<file path="config.mk">
export PLATFORM = sky130hd
export DESIGN_NAME = prog_mem_loader_flat
export DESIGN_NICKNAME = d
export VERILOG_FILES = /design/src/rtl/prog_mem_loader_if.sv /design/src/rtl/prog_mem_loader.sv /design/src/flat_wrapper.sv
export SDC_FILE = /design/constraint.sdc
export NUM_CORES = 1
export LEC_CHECK = 0
export CORE_ASPECT_RATIO = 0.5
export CORE_MARGIN = 3
export CORE_UTILIZATION = 53
export DETAILED_ROUTE_END_ITERATION = 8
export GPL_ROUTABILITY_DRIVEN = 1
export PLACE_DENSITY = 0.92
export SYNTH_ARGS = -nofsm -noshare
export SYNTH_HDL_FRONTEND = slang
export SYNTH_SLANG_ARGS = --single-unit
</file>
<file path="constraint.sdc">
create_clock -name clk -period 4.2 [get_ports clk]
set_input_delay 0.84 -clock clk [delete_from_list [all_inputs] [get_ports clk]]
set_output_delay 0.84 -clock clk [all_outputs]
set_load 0.01 [all_outputs]
</file>
<file path="src/rtl/prog_mem_loader_if.sv">
// Byte-stream and program-memory write/read port bundle for prog_mem_loader.
// The master modport is the loader side; the slave modport is the bridge/memory side.
interface prog_mem_loader_if #(
   parameter int ADDR_W = 14,
   parameter int DATA_W = 16
);
   logic [7:0]        s_data;
   logic              s_valid;
   logic              s_ready;
   logic              pm_we;
   logic [ADDR_W-1:0] pm_addr;
   logic [DATA_W-1:0] pm_din;
   logic [DATA_W-1:0] pm_dout;

   modport master (
      input  s_data, s_valid, pm_dout,
      output s_ready, pm_we, pm_addr, pm_din
   );

   modport slave (
      output s_data, s_valid, pm_dout,
      input  s_ready, pm_we, pm_addr, pm_din
   );
endinterface

</file>
<file path="src/rtl/prog_mem_loader.sv">
// Streams a length-prefixed, checksummed program image into program memory while holding the core in reset.
// Optional read-back verify of every written word is enabled with `define PROG_MEM_LOADER_VERIFY_EN.
module prog_mem_loader #(
   parameter int ADDR_W    = 14,
   parameter int DATA_W    = 16,
   parameter int MAX_WORDS = 16384
) (
   input  logic              clk,
   input  logic              rst,
   input  logic              start,
   input  logic              abort,
   prog_mem_loader_if.master bus,
   output logic              core_hold,
   output logic              busy,
   output logic              done,
   output logic [2:0]        err,
   output logic [ADDR_W:0]   words
);

   localparam int          CW    = ADDR_W + 1;
   localparam logic [16:0] MAX_N = 17'(MAX_WORDS);

   typedef enum logic [3:0] {
      IDLE, HDR_LO, HDR_HI, DAT_LO, DAT_HI, WRITE,
`ifdef PROG_MEM_LOADER_VERIFY_EN
      VRFY_A, VRFY_C,
`endif
      CHK, FIN
   } state_t;

   state_t          state, next_state;
   logic [7:0]      sum;
   logic [7:0]      n_lo;
   logic [7:0]      lo_byte;
   logic [CW-1:0]   n;
   logic [15:0]     hdr;
   logic            xfer;
   logic            err_load;
   logic [2:0]      err_code;

   assign hdr  = {bus.s_data, n_lo};
   assign xfer = bus.s_valid & bus.s_ready;

`ifndef PROG_MEM_LOADER_VERIFY_EN
   logic [CW-1:0] words_inc;
   logic          unused_dout;
   assign words_inc   = words + 1'b1;
   assign unused_dout = ^bus.pm_dout;
`endif

   always_ff @(posedge clk or posedge rst) begin
      if (rst) state <= IDLE;
      else     state <= next_state;
   end

   // Abort overrides every in-frame transition; the error code rides along with the FIN entry.
   always_comb begin
      next_state = state;
      err_load   = 1'b0;
      err_code   = 3'd0;
      unique case (state)
         IDLE:   if (start) next_state = HDR_LO;
         HDR_LO: if (xfer) next_state = HDR_HI;
         HDR_HI: begin
            if (xfer) begin
               if ({1'b0, hdr} > MAX_N) begin
                  next_state = FIN;
                  err_load   = 1'b1;
                  err_code   = 3'd2;
               end else if (hdr == 16'd0) begin
                  next_state = CHK;
               end else begin
                  next_state = DAT_LO;
               end
            end
         end
         DAT_LO: if (xfer) next_state = DAT_HI;
         DAT_HI: if (xfer) next_state = WRITE;
         WRITE: begin
`ifdef PROG_MEM_LOADER_VERIFY_EN
            next_state = VRFY_A;
`else
            next_state = (words_inc == n) ? CHK : DAT_LO;
`endif
         end
`ifdef PROG_MEM_LOADER_VERIFY_EN
         VRFY_A: next_state = VRFY_C;
         VRFY_C: begin
            if (bus.pm_dout != bus.pm_din) begin
               next_state = FIN;
               err_load   = 1'b1;
               err_code   = 3'd3;
            end else begin
               next_state = (words == n) ? CHK : DAT_LO;
            end
         end
`endif
         CHK: begin
            if (xfer) begin
               next_state = FIN;
               if (bus.s_data != sum) begin
                  err_load = 1'b1;
                  err_code = 3'd1;
               end
            end
         end
         FIN:     next_state = IDLE;
         default: next_state = IDLE;
      endcase
      if (abort && state != IDLE && state != FIN) begin
         next_state = FIN;
         err_load   = 1'b1;
         err_code   = 3'd4;
      end
   end

   // s_ready drops on an abort cycle so no byte is consumed by a frame that is being cancelled.
   always_comb begin
      bus.s_ready = 1'b0;
      busy        = (state != IDLE);
      core_hold   = (state != IDLE);
      done        = (state == FIN);
      if (!abort) begin
         bus.s_ready = (state == HDR_LO) || (state == HDR_HI) || (state == DAT_LO) ||
                       (state == DAT_HI) || (state == CHK);
      end
   end

   // pm_addr/pm_din are loaded only on the DAT_HI->WRITE edge, so they hold the last written word.
   always_ff @(posedge clk or posedge rst) begin
      if (rst) begin
         bus.pm_we   <= 1'b0;
         bus.pm_addr <= '0;
         bus.pm_din  <= '0;
         sum         <= 8'd0;
         n_lo        <= 8'd0;
         n           <= '0;
         lo_byte     <= 8'd0;
         words       <= '0;
         err         <= 3'd0;
      end else begin
         bus.pm_we <= (next_state == WRITE);
         if (state == IDLE && start) begin
            err   <= 3'd0;
            words <= '0;
            sum   <= 8'd0;
         end
         if (xfer && state != CHK) sum <= sum + bus.s_data;
         if (xfer && state == HDR_LO) n_lo <= bus.s_data;
         if (xfer && state == HDR_HI) n <= CW'(hdr);
         if (xfer && state == DAT_LO) lo_byte <= bus.s_data;
         if (xfer && state == DAT_HI && next_state == WRITE) begin
            bus.pm_din  <= DATA_W'({bus.s_data, lo_byte});
            bus.pm_addr <= words[ADDR_W-1:0];
         end
         if (state == WRITE) words <= words + 1'b1;
         if (err_load) err <= err_code;
      end
   end

endmodule

</file>
<file path="src/flat_wrapper.sv">
// flat-port wrapper written by rule: the top's interface ports become plain ports
module prog_mem_loader_flat 
#(
   parameter int ADDR_W    = 14,
   parameter int DATA_W    = 16,
   parameter int MAX_WORDS = 16384
)
  (clk, rst, start, abort, core_hold, busy, done, err, words, bus_s_data, bus_s_valid, bus_pm_dout, bus_s_ready, bus_pm_we, bus_pm_addr, bus_pm_din);
  prog_mem_loader_if #(.ADDR_W(ADDR_W), .DATA_W(DATA_W)) bus_i ();
  input  logic clk;
  input  logic rst;
  input  logic start;
  input  logic abort;
  output logic core_hold;
  output logic busy;
  output logic done;
  output logic [2:0] err;
  output logic [ADDR_W:0] words;
  input wire logic [$bits(bus_i.s_data)-1:0] bus_s_data;
  input wire logic [$bits(bus_i.s_valid)-1:0] bus_s_valid;
  input wire logic [$bits(bus_i.pm_dout)-1:0] bus_pm_dout;
  output wire logic [$bits(bus_i.s_ready)-1:0] bus_s_ready;
  output wire logic [$bits(bus_i.pm_we)-1:0] bus_pm_we;
  output wire logic [$bits(bus_i.pm_addr)-1:0] bus_pm_addr;
  output wire logic [$bits(bus_i.pm_din)-1:0] bus_pm_din;
  assign bus_i.s_data = bus_s_data;
  assign bus_i.s_valid = bus_s_valid;
  assign bus_i.pm_dout = bus_pm_dout;
  assign bus_s_ready = bus_i.s_ready;
  assign bus_pm_we = bus_i.pm_we;
  assign bus_pm_addr = bus_i.pm_addr;
  assign bus_pm_din = bus_i.pm_din;
  prog_mem_loader #(.ADDR_W(ADDR_W), .DATA_W(DATA_W), .MAX_WORDS(MAX_WORDS)) u_core (.clk(clk), .rst(rst), .start(start), .abort(abort), .bus(bus_i), .core_hold(core_hold), .busy(busy), .done(done), .err(err), .words(words));
endmodule
</file>
==> results.txt <==
The HPWL after detailed placement came out at 7.718 mm. The fraction of synthesis flops using an asynchronous set or reset pin came out at 1.000. The endpoint identified for the worst register-to-register timing path is u_core.sum[7].

The number of search-and-repair iterations in the first detailed-routing pass is 6. Data on the critical path is required at its endpoint by about 3.4 ns. The reg-to-reg setup timing slack came out at ~1.5 ns. The yosys synthesis warning count is 0. The number of global-route vias before repair was about 3800. The worst hold slack after final layout is ~0.48 ns. The post-synthesis cell type count is 55. Row generation in the floorplan step produced 23 rows.

The vias after detailed routing is between 3000 and 4000. The area growth from synthesis to layout is 21.73%. For the worst flop-to-flop path, the logic depth is 6. The share of the synthesized area in the top cell type is 0.4895.

The most used flip-flop cell after synthesis is sky130_fd_sc_hd__dfrtp_1. Across the VDD grid, the largest voltage drop is roughly 0.29 mV. The largest total area in the synthesized netlist belongs to sky130_fd_sc_hd__dfrtp_1. From bottom edge to top edge, the die measures 72.61 um. The most numerous cell in the Yosys netlist is sky130_fd_sc_hd__dfrtp_1. The internal power is ~2.6 mW.

The worst setup timing slack at the placement stage is approximately 0.73 ns. The clock latency at the later pin of the worst-skew pair came out at 0.35 ns. The die width is about 140 um. The count of pins over their slew limit is 0.

Of the total power, combinational logic draws 0.398. The sequential cell fraction of total power came out at 0.405. The average detailed-routed wire length per instance came out at ~18 um. The static power due to leakage came out at around 2.5 nW.

The clock slew at the register clock pins of the worst setup and hold paths is ~0.060 ns. The number of H-tree levels is 3. The number of antenna violations at the first check in global routing is 0. The initial cell density of the core is 0.5655.

The achievable frequency came out at approximately 290 MHz. The startpoint of the worst register-to-register path is u_core.state[2]. The startpoint of the tightest hold check path is u_core.bus.pm_din[2].

The number of gates resized after CTS was 0. The critical path is of the in -> out type. The post-route DRC violation count is 0. The ratio of routed vias to standard cells is a little over 6. The worst max-slew margin expressed relative to the limit is 0.2990.

The all-layer global routing usage came out at 0.2427. Broken down by cell family, the worst path's largest delay share belongs to buffers and inverters. The final critical-path setup slack is a little over 0.7 ns.

The slowest stage of the critical path belongs to the cell sky130_fd_sc_hd__a2111oi_0. The hold-critical path depth is 2. The maximum number of buffers from clock root to sink is 2. Including well taps, the total number of placed cells is slightly above 600.

The largest stage delay on the critical path came out at 0.71 ns. The count of buffering cells on the critical path with inverters included is 2. The final-report setup violation count is 0. The share of total power consumed by net switching is 0.3694. The number of top-level pins is between 80 and 90. The total power divided by cell area came out at between 700 and 800 mW/mm^2. The share of total power dissipated in the clock network is 0.197. The root buffer cell is sky130_fd_sc_hd__clkbuf_16.

Data arrives at the worst endpoint at ~2.6 ns. Summed over all layers, the global routing overflow is 0. Setup repair after global routing left no endpoint under its margin. The clock tree from TritonCTS is yes. The number of nets with antenna violations after detailed routing came out at 0. Entering global routing, the biggest net connects 50 pins. The synthesized netlist net count is 500. The total number of clock tree sinks came out at slightly above 90. The mean instance size in the synthesized netlist is between 10 and 15 um^2. The endpoint class of the critical path is an output port. The count of flip-flops with a built-in enable after synthesis is 0. The area of the placeable core is between 0.008 and 0.009 mm^2. The commonest cells after synthesis are 92 x sky130_fd_sc_hd__dfrtp_1, 52 x sky130_fd_sc_hd__nand2_1, 51 x sky130_fd_sc_hd__mux2_2, 38 x sky130_fd_sc_hd__o21ai_0, 26 x sky130_fd_sc_hd__nand3_1.

The share of final-layout standard cells stronger than drive strength 1 came out at 0.1448. In the post-synthesis netlist, the biggest area contributors are sky130_fd_sc_hd__dfrtp_1 49%, sky130_fd_sc_hd__mux2_2 12%, sky130_fd_sc_hd__nand2_1 4.2%. The minimum clock period after layout came out at 3.483 ns. The sum of routed wire length over all layers came out at ~12 mm. Walking the worst path, the cells encountered are clkdlybuf4s50_1 -> a2111oi_0 -> clkdlybuf4s50_1. After clock tree synthesis, the setup repair step added 0 buffers. The slew at the pin with the worst max-slew slack came out at around 1.0 ns.

The max capacitance violation total is 0. The worst hold path terminates at u_core.bus.pm_din[2]. The number of standard cells after synthesis came out at around 460. In this run, CTS created clock tree buffers numbering 9.

The hold violation total from the final report is 0. The area of the mapped netlist is between 0.004 and 0.005 mm^2. The run finished with clean final reports. The post-synthesis sequential area ratio came out at 0.4895. The number of buffers added on ports came out at 65. The net switching power of the design came out at between 1.5 and 2 mW. The die covers 0.01011 mm^2.

The type of element launching the critical path is an input port. The final worst-path cycle share is 0.8294. The number of antenna repair diodes came out at 0. The top fanout value on the critical path is 3. The detailed router's first-iteration violation count came out at about 540.

The final layout contains around 550 nets. The tightest min-delay check is of the reg -> reg type. The sum of negative setup slack is 0 ns. The final instance count without filler cells came out at 630.

Clock skew on the completed layout was measured at around 0.0067 ns. The number of synthesized register bits came out at between 90 and 100. The number of buffers added to fix hold violations after cts is 0.

The most repeated library cell on the critical path is sky130_fd_sc_hd__clkdlybuf4s50_1. The congestion estimate from routability-driven global placement came to around 1. The wire length of the first global-routing pass came out at approximately 19 mm.
flip-flops by register name (all words and copies together) (netlist names):
register	cells
u_core.words	15
u_core.err	3
u_core.lo_byte	8
u_core.sum	8
u_core.state	4
u_core.bus.pm_we	1
u_core.bus.pm_din	16
u_core.n	15
u_core.bus.pm_addr	14
u_core.n_lo	8
cell families (layout without fill, tap and decap cells):
group                      count (synthesis)  count (layout)  share of synthesized area
and+or+nand+nor                          156             156                     0.1631
DFF                                       92              92                     0.4895
AOI/OAI and AO/OA                         86              86                     0.1125
muxes                                     53              53                     0.1264
buffers and inverters                     40              96                    0.03565
xor gates and xnor gates                  25              25                    0.04655
adders and majority gates                  9               9                    0.02554
other                                      1               1                  0.0007973
per-stage QoR:
step                      utilization  total power, mW  cell area (um^2)
after floorplan                     -            2.618              4703
after global placement         0.6522            3.173              5424
after detailed placement       0.6522            3.279              5424
after CTS                      0.6884            4.133              5725
after global routing           0.6884            4.397              5725
final                          0.6884            4.138              5725
worst min-delay path, cell delays in order (launching register included):
cell and delay, ns:
sky130_fd_sc_hd__dfrtp_1 0.34, sky130_fd_sc_hd__nand2_1 0.05, sky130_fd_sc_hd__nand2_1 0.06
power groups by stage:
stage / Combinational, mW / Sequential [mW] / Clock (mW)
4_1_cts: 1.65 / 1.66 / 0.826
3_3_place_gp: 1.54 / 1.63 / 0
5_1_grt: 1.80 / 1.73 / 0.861
3_5_place_dp: 1.61 / 1.67 / 0
2_1_floorplan: 1.05 / 1.57 / 0
6_report: 1.65 / 1.67 / 0.817
routing by layer:
layer	vias to the layer above	wire length [um]	GRT usage	part of all wire
li1	1753	-	-	-
met1	1888	4979	0.3177	0.43
met2	164	5549	0.3925	0.48
met3	28	812	0.06086	0.070
met4	0	247	0.1063	0.021
met5	-	0	0	0
how the worst max path moves through the flow:
stage,startpoint,to,slack [ns],cells after the start
final,abort,bus_s_ready,0.72,3
after global routing,abort,bus_s_ready,0.66,3
after CTS,abort,bus_s_ready,0.71,3
after global placement,abort,bus_s_ready,0.71,3
after detailed placement,abort,bus_s_ready,0.73,3
after floorplan,rst,u_core.bus.pm_addr[0],0.97,1
final cells by class:
class                      count  area, um^2
timing repair buffer          69       705.7
inverter                      11       42.54
fill                         576        2591
tap                          112       140.1
multi-input combinational    330        2233
sequential                    92        2302
clock buffer                  10       229.0
clock inverter                 6       72.57
cells in the final DEF (no fill, tap or decap), drive strengths merged, types with 11 or more instances in the layout:
| cell | count |
|---|---|
| dfrtp | 92 |
| nand2 | 52 |
| nand3 | 26 |
| clkdlybuf4s50 | 65 |
| o21ai | 38 |
| xnor2 | 17 |
| inv | 11 |
| mux2 | 51 |
| nor2 | 25 |
| a21oi | 16 |
Power figures use the tool's default switching activity.
==> RTL change 1: new RTL, config.mk and constraints unchanged <==
Make the reset (`rst`) synchronous in 2 clocked blocks.
--- a/src/rtl/prog_mem_loader.sv
+++ b/src/rtl/prog_mem_loader.sv
@@ -49,5 +49,5 @@
 `endif
 
-   always_ff @(posedge clk or posedge rst) begin
+   always_ff @(posedge clk) begin
       if (rst) state <= IDLE;
       else     state <= next_state;
@@ -128,5 +128,5 @@
 
    // pm_addr/pm_din are loaded only on the DAT_HI->WRITE edge, so they hold the last written word.
-   always_ff @(posedge clk or posedge rst) begin
+   always_ff @(posedge clk) begin
       if (rst) begin
          bus.pm_we   <= 1'b0;
Check against the original RTL: differs if rst is asserted again (counterexample within 4 cycles, from zero or initial values and one cycle with rst high); with rst held inactive, the same outputs for 10 cycles.
==> RTL change 1 against the unedited design <==
Wire length decreased by 2.0%; synthesized area decreased by 3.2%; fmax increased by 14%; critical endpoint unchanged; critical path type unchanged; worst setup slack better by 0.43 ns; cell area fell by 4.1%; sequential cell count unchanged.
Power is not compared: it rests on default switching activity, and its combinational part moved more than twofold at a synthesized area within 25%.
==> RTL change 1: results (changes against the unedited design) <==
- Lkg Pwr: 1.92 nW
- Hold Crit Depth: 2 (unchanged)
- Pre-antenna DRT Iters: 6 (unchanged)
- Final Setup Violations: 0 (unchanged)
- Crit path max fanout: 5 (+2)
- Top cells by count, synth: dfxtp_1 (92), nor2_1 (84), nand2_1 (55), mux2i_1 (47), a21oi_1 (42)
- CTS Buf Count: 9 (unchanged)
- Post-synthesis async set-or-reset flop share: 0% (-100 points)
- Net count, final: 616 (+12%)
- Reg2Reg Depth: 7 (+1)
- CTS root buffer: clkbuf_16
- Worst skew pair latency: 0.35 ns (about the same)
- Outcome: finished, final reports clean
- I/O Buffers: 65 (unchanged)
- Maximum vdd drop: 0.000231 V
- Share of cells above drive strength 1: 4.97% (-9.5 points)
- Int Pwr: ~1.5 mW
- Placer congestion estimate: 0.904 (-9.4%)
- Synth warnings: 0 (unchanged)
- Sequential-to-total area share from yosys stat: 40.5% (-8.5 points)
- Global-route wire length before repair: 18700 um (-3.5%)
- Vias in the first global route: 3886 (+1.0%)
- Htree depth: 3 (unchanged)
- CTS resizes: 0 (unchanged)
- Antenna Cells: 0 (unchanged)
- Post-Route Skew: 0.00703 ns (+0.000379 ns)
- WL per Instance: 16.3 um (-11%)
- Most common flop cell mapped by yosys: dfxtp_1
- HP Class: register to register
- Pre-CTS setup slack: 1.07 ns (+0.340 ns)
- Biggest regs: u_core.bus.pm_din (16), u_core.n (15), u_core.words (15)
- Post-DP HPWL: 7470 um (-3.2%)
- Largest net degree at the start of global routing: 53 (+6.0%)
- Max clock buf depth: 2 (unchanged)
- Top cells by area, synth: dfxtp_1 (40%), mux2i_1 (10%), nor2_1 (6.9%), a21oi_1 (4.6%), nand2_1 (4.5%)
- Clk slew on worst S/H paths: ~0.07 ns
- GRT Overall Usage: 24.1% (-0.20 points)
- Worst slew margin: 39.6% (+9.7 points)
- Worst Path Arrival: 2.21 ns (-0.43 ns)
- Syn Nets: 575 (+15%)
- Vias: 4155 (+8.4%)
- Initial DRC count: 384 (-28%)
- Placed cell areas: 0.00516 mm2 (-4.8%)
- Initial antenna violation count: 0 (unchanged)
- Distinct cells, synth: 57 (+3.6%)
- Post-CTS Setup Inserts: 0 (unchanged)
RTL change 1: changes by cell type after synthesis, sizes merged, moves of 5 or more:
cell and change:
nand3 -11, o211ai +5, dfrtp -92, buf +5, nor2 +61, a31oi +6
or3 +6, mux2i +45, dfxtp +92, mux2 -50, o21ai -20, a21oi +26
clkbuf +5
RTL change 1: critical path: stages:
cell             delay (ns)
clkdlybuf4s50_1        0.48
nor2_1                 0.19
and3_1                 0.18
clkdlybuf4s50_1        0.53
RTL change 1: layer usage:
metal  GRT usage, %  routed length, um  up-vias
met5              0                  0        -
met4           9.96                299        0
met3           6.17                800       35
met2           39.1               5380      180
met1           30.8               4880     1984
li1               -                  -     1956
RTL change 1: final cells by class:
class                   instances  area [um2]
well taps                     112         140
clock buffers                   9         225
fillers                       638        2680
flip-flops and latches         92        1840
inverters                       6        22.5
repair buffers                 69         676
multi-input cells             400        2480
clock inverters                 7         100
RTL change 1: final timing paths:
check	from	slack [ns]	endpoint
worst min register to register	u_core.n[11]	0.47	u_core.n[11]
worst min-delay path	u_core.n[11]	0.47	u_core.n[11]
worst max register to register	u_core.words[0]	1.40	u_core.state[0]
worst max-delay path	abort	1.15	bus_s_ready
RTL change 1: kinds of logic (layout without fill, tap and decap cells):
group                    count (synthesis)  count (layout)  synth area share [%]
flip-flops                              92              92                  40.5
adder cells (fa/ha/maj)                  9               9                  2.64
other                                    1               1                0.0824
XOR/XNOR                                23              23                  4.43
multiplexers                            48              48                  10.6
AND/OR/NAND/NOR                        218             218                  23.4
buffers and inverters                   45              91                  4.92
AO/OA/AOI/OAI                          101             101                  13.5
RTL change 1: metrics by stage:
step | std cells | power, mW
after global routing | 695 | 1.98
final | 695 | 1.92
after detailed placement | 679 | 1.06
after global placement | 679 | 1.06
after floorplan | 537 | 1.01
after CTS | 695 | 1.93
RTL change 1: power groups by stage:
stage               combinational, mW  clock (mW)  sequential (mW)
floorplan                       0.105           0            0.909
global placement                0.138           0            0.917
detailed placement              0.142           0            0.918
CTS                             0.144       0.883            0.899
global route                    0.159       0.920            0.901
finish                          0.146       0.875            0.900
==> RTL change 2: new RTL, config.mk and constraints unchanged <==
Made on the original files. Add a define of `PROG_MEM_LOADER_VERIFY_EN`.
--- a/src/rtl/prog_mem_loader.sv
+++ b/src/rtl/prog_mem_loader.sv
@@ -1,4 +1,6 @@
 // Streams a length-prefixed, checksummed program image into program memory while holding the core in reset.
 // Optional read-back verify of every written word is enabled with `define PROG_MEM_LOADER_VERIFY_EN.
+`define PROG_MEM_LOADER_VERIFY_EN
+
 module prog_mem_loader #(
    parameter int ADDR_W    = 14,
Formal check against the unedited RTL: not equivalent (Yosys sat finds a counterexample within 10 cycles, from zero or initial values and one cycle with rst high).
==> RTL change 2 against the unedited design <==
Synthesized area fell by 2.4%; cell area rose by 0.92%; sequential cell count stayed put; synthesized cell count fell by 12%; critical path depth rose by 2; non-clock buffer count rose by 16; worst setup slack better by 0.27 ns; wire length fell by 8.0%; cell count is 4.0% lower; via count fell by 6.9%; critical endpoint unchanged; largest cell class unchanged.
Power is not compared: it rests on default switching activity, and its combinational part moved more than twofold at a synthesized area within 25%.
==> RTL change 2: results (changes against the unedited design) <==
- Post-Synth XOR/XNOR Area: 8.02% (+3.4 points)
- Post-synthesis mux area share: 15.0% (+2.4 points)
- Largest net degree at the start of global routing: 52 (+4.0%)
- Adder-cell share of the synthesized area: 2.62% (+0.064 points)
- Top cells by count, synth: dfrtp_1 (92), mux2_2 (54), nand2_1 (50), nand3_1 (23), xor2_1 (23)
- Outcome: finished, final reports clean
- Fraction of area in multi-input gates: 37.8% (-1.2 points)
- Top cells by area, synth: dfrtp_1 (50%), mux2_2 (13%), xor2_1 (4.4%), nand2_1 (4.1%), xnor2_1 (3.6%)
- Share of cells above drive strength 1: 16.6% (+2.2 points)
- Filler instances: 590 (+2.4%)
- WL per Instance: 17.6 um (-4.2%)
- Non-clk invs: 6 (-5)
- Clock network share of area: 4.98% (-0.29 points)
- Multi-input gate count: 294 (-11%)
- Pre-CTS setup slack: 1.14 ns (+0.413 ns)
- Clkbuf count: 9 (-1)
- Sequential cell area share: 39.8% (-0.37 points)
- Distinct cells, synth: 49 (-11%)
- Post-Route Skew: 0.0120 ns (+0.00537 ns)
- Signal buf overhead: 14.6% (+2.2 points)
- Clk slew on worst S/H paths: 0.08 ns (+0.02 ns)
- Critical Path Max Stage Delay: 0.55 ns (-0.16 ns)
- Vias: 3568 (-6.9%)
- Sequential-to-total area share from yosys stat: 50.2% (+1.2 points)
- Placer congestion estimate: 0.991 (-0.66%)
- Avg Cell Area, Syn: 11.2 um2 (+10%)
- Mapped Cells: 408 (-12%)
- I/O Buffers: 81 (+25%)
- Crit path max fanout: 13 (+10)
- Drt total wl: 10700 um (-8.0%)
- Initial DRC count: 272 (-49%)
- Cells after DPL: 589 (-4.1%)
- Fin Hold WS: 0.471 ns (-0.00439 ns)
- CP delay by family, top: simple AND/OR/NAND/NOR gates
- Net count, final: 526 (-4.5%)
- Number of buffers outside the clock class in the layout: 85 (+23%)
- Worst-Margin Slew: 1.04 ns (-0.00566 ns)
- Area of the multi-input gates: 0.00218 mm2 (-2.2%)
- Compound-Gate Fraction of Synth Area: 6.41% (-4.8 points)
- CP max-delay cell: clkdlybuf4s50_1
- Worst Path Arrival: 2.37 ns (-0.27 ns)
- Post-DP HPWL: 7480 um (-3.1%)
- Flop2flop setup slack: 1.67 ns (+0.13 ns)
## RTL change 2: routing by layer
metal	global-route usage (%)	part of all wire, %
met3	5.05	5.9
met2	37.1	49
met5	0	0
met4	5.75	1.1
met1	30.8	44
## RTL change 2: worst paths after layout
kind                                   startpoint                     to  cells past startpoint
worst max-delay path              u_core.state[1]            bus_s_ready                      5
worst min-delay path            u_core.lo_byte[1]   u_core.bus.pm_din[1]                      2
worst max register to register    u_core.state[1]          u_core.err[1]                      4
worst min register to register  u_core.lo_byte[1]   u_core.bus.pm_din[1]                      2
max in group asynchronous                     rst  u_core.bus.pm_addr[2]                      3
min in group asynchronous                     rst   u_core.bus.pm_din[1]                      2
## RTL change 2: power by group
part           total [mW]  switching (mW)  internal (mW)
Clock               0.792           0.375          0.416
Sequential           1.25           0.186           1.07
Combinational       0.817           0.399          0.418
Total                2.86           0.961           1.90
## RTL change 2: cells by family after synthesis
family	after synthesis
compound gates	45
xor+xnor	42
fa+ha+maj	9
buf+inv	22
flops	92
mux	62
simple gates	136
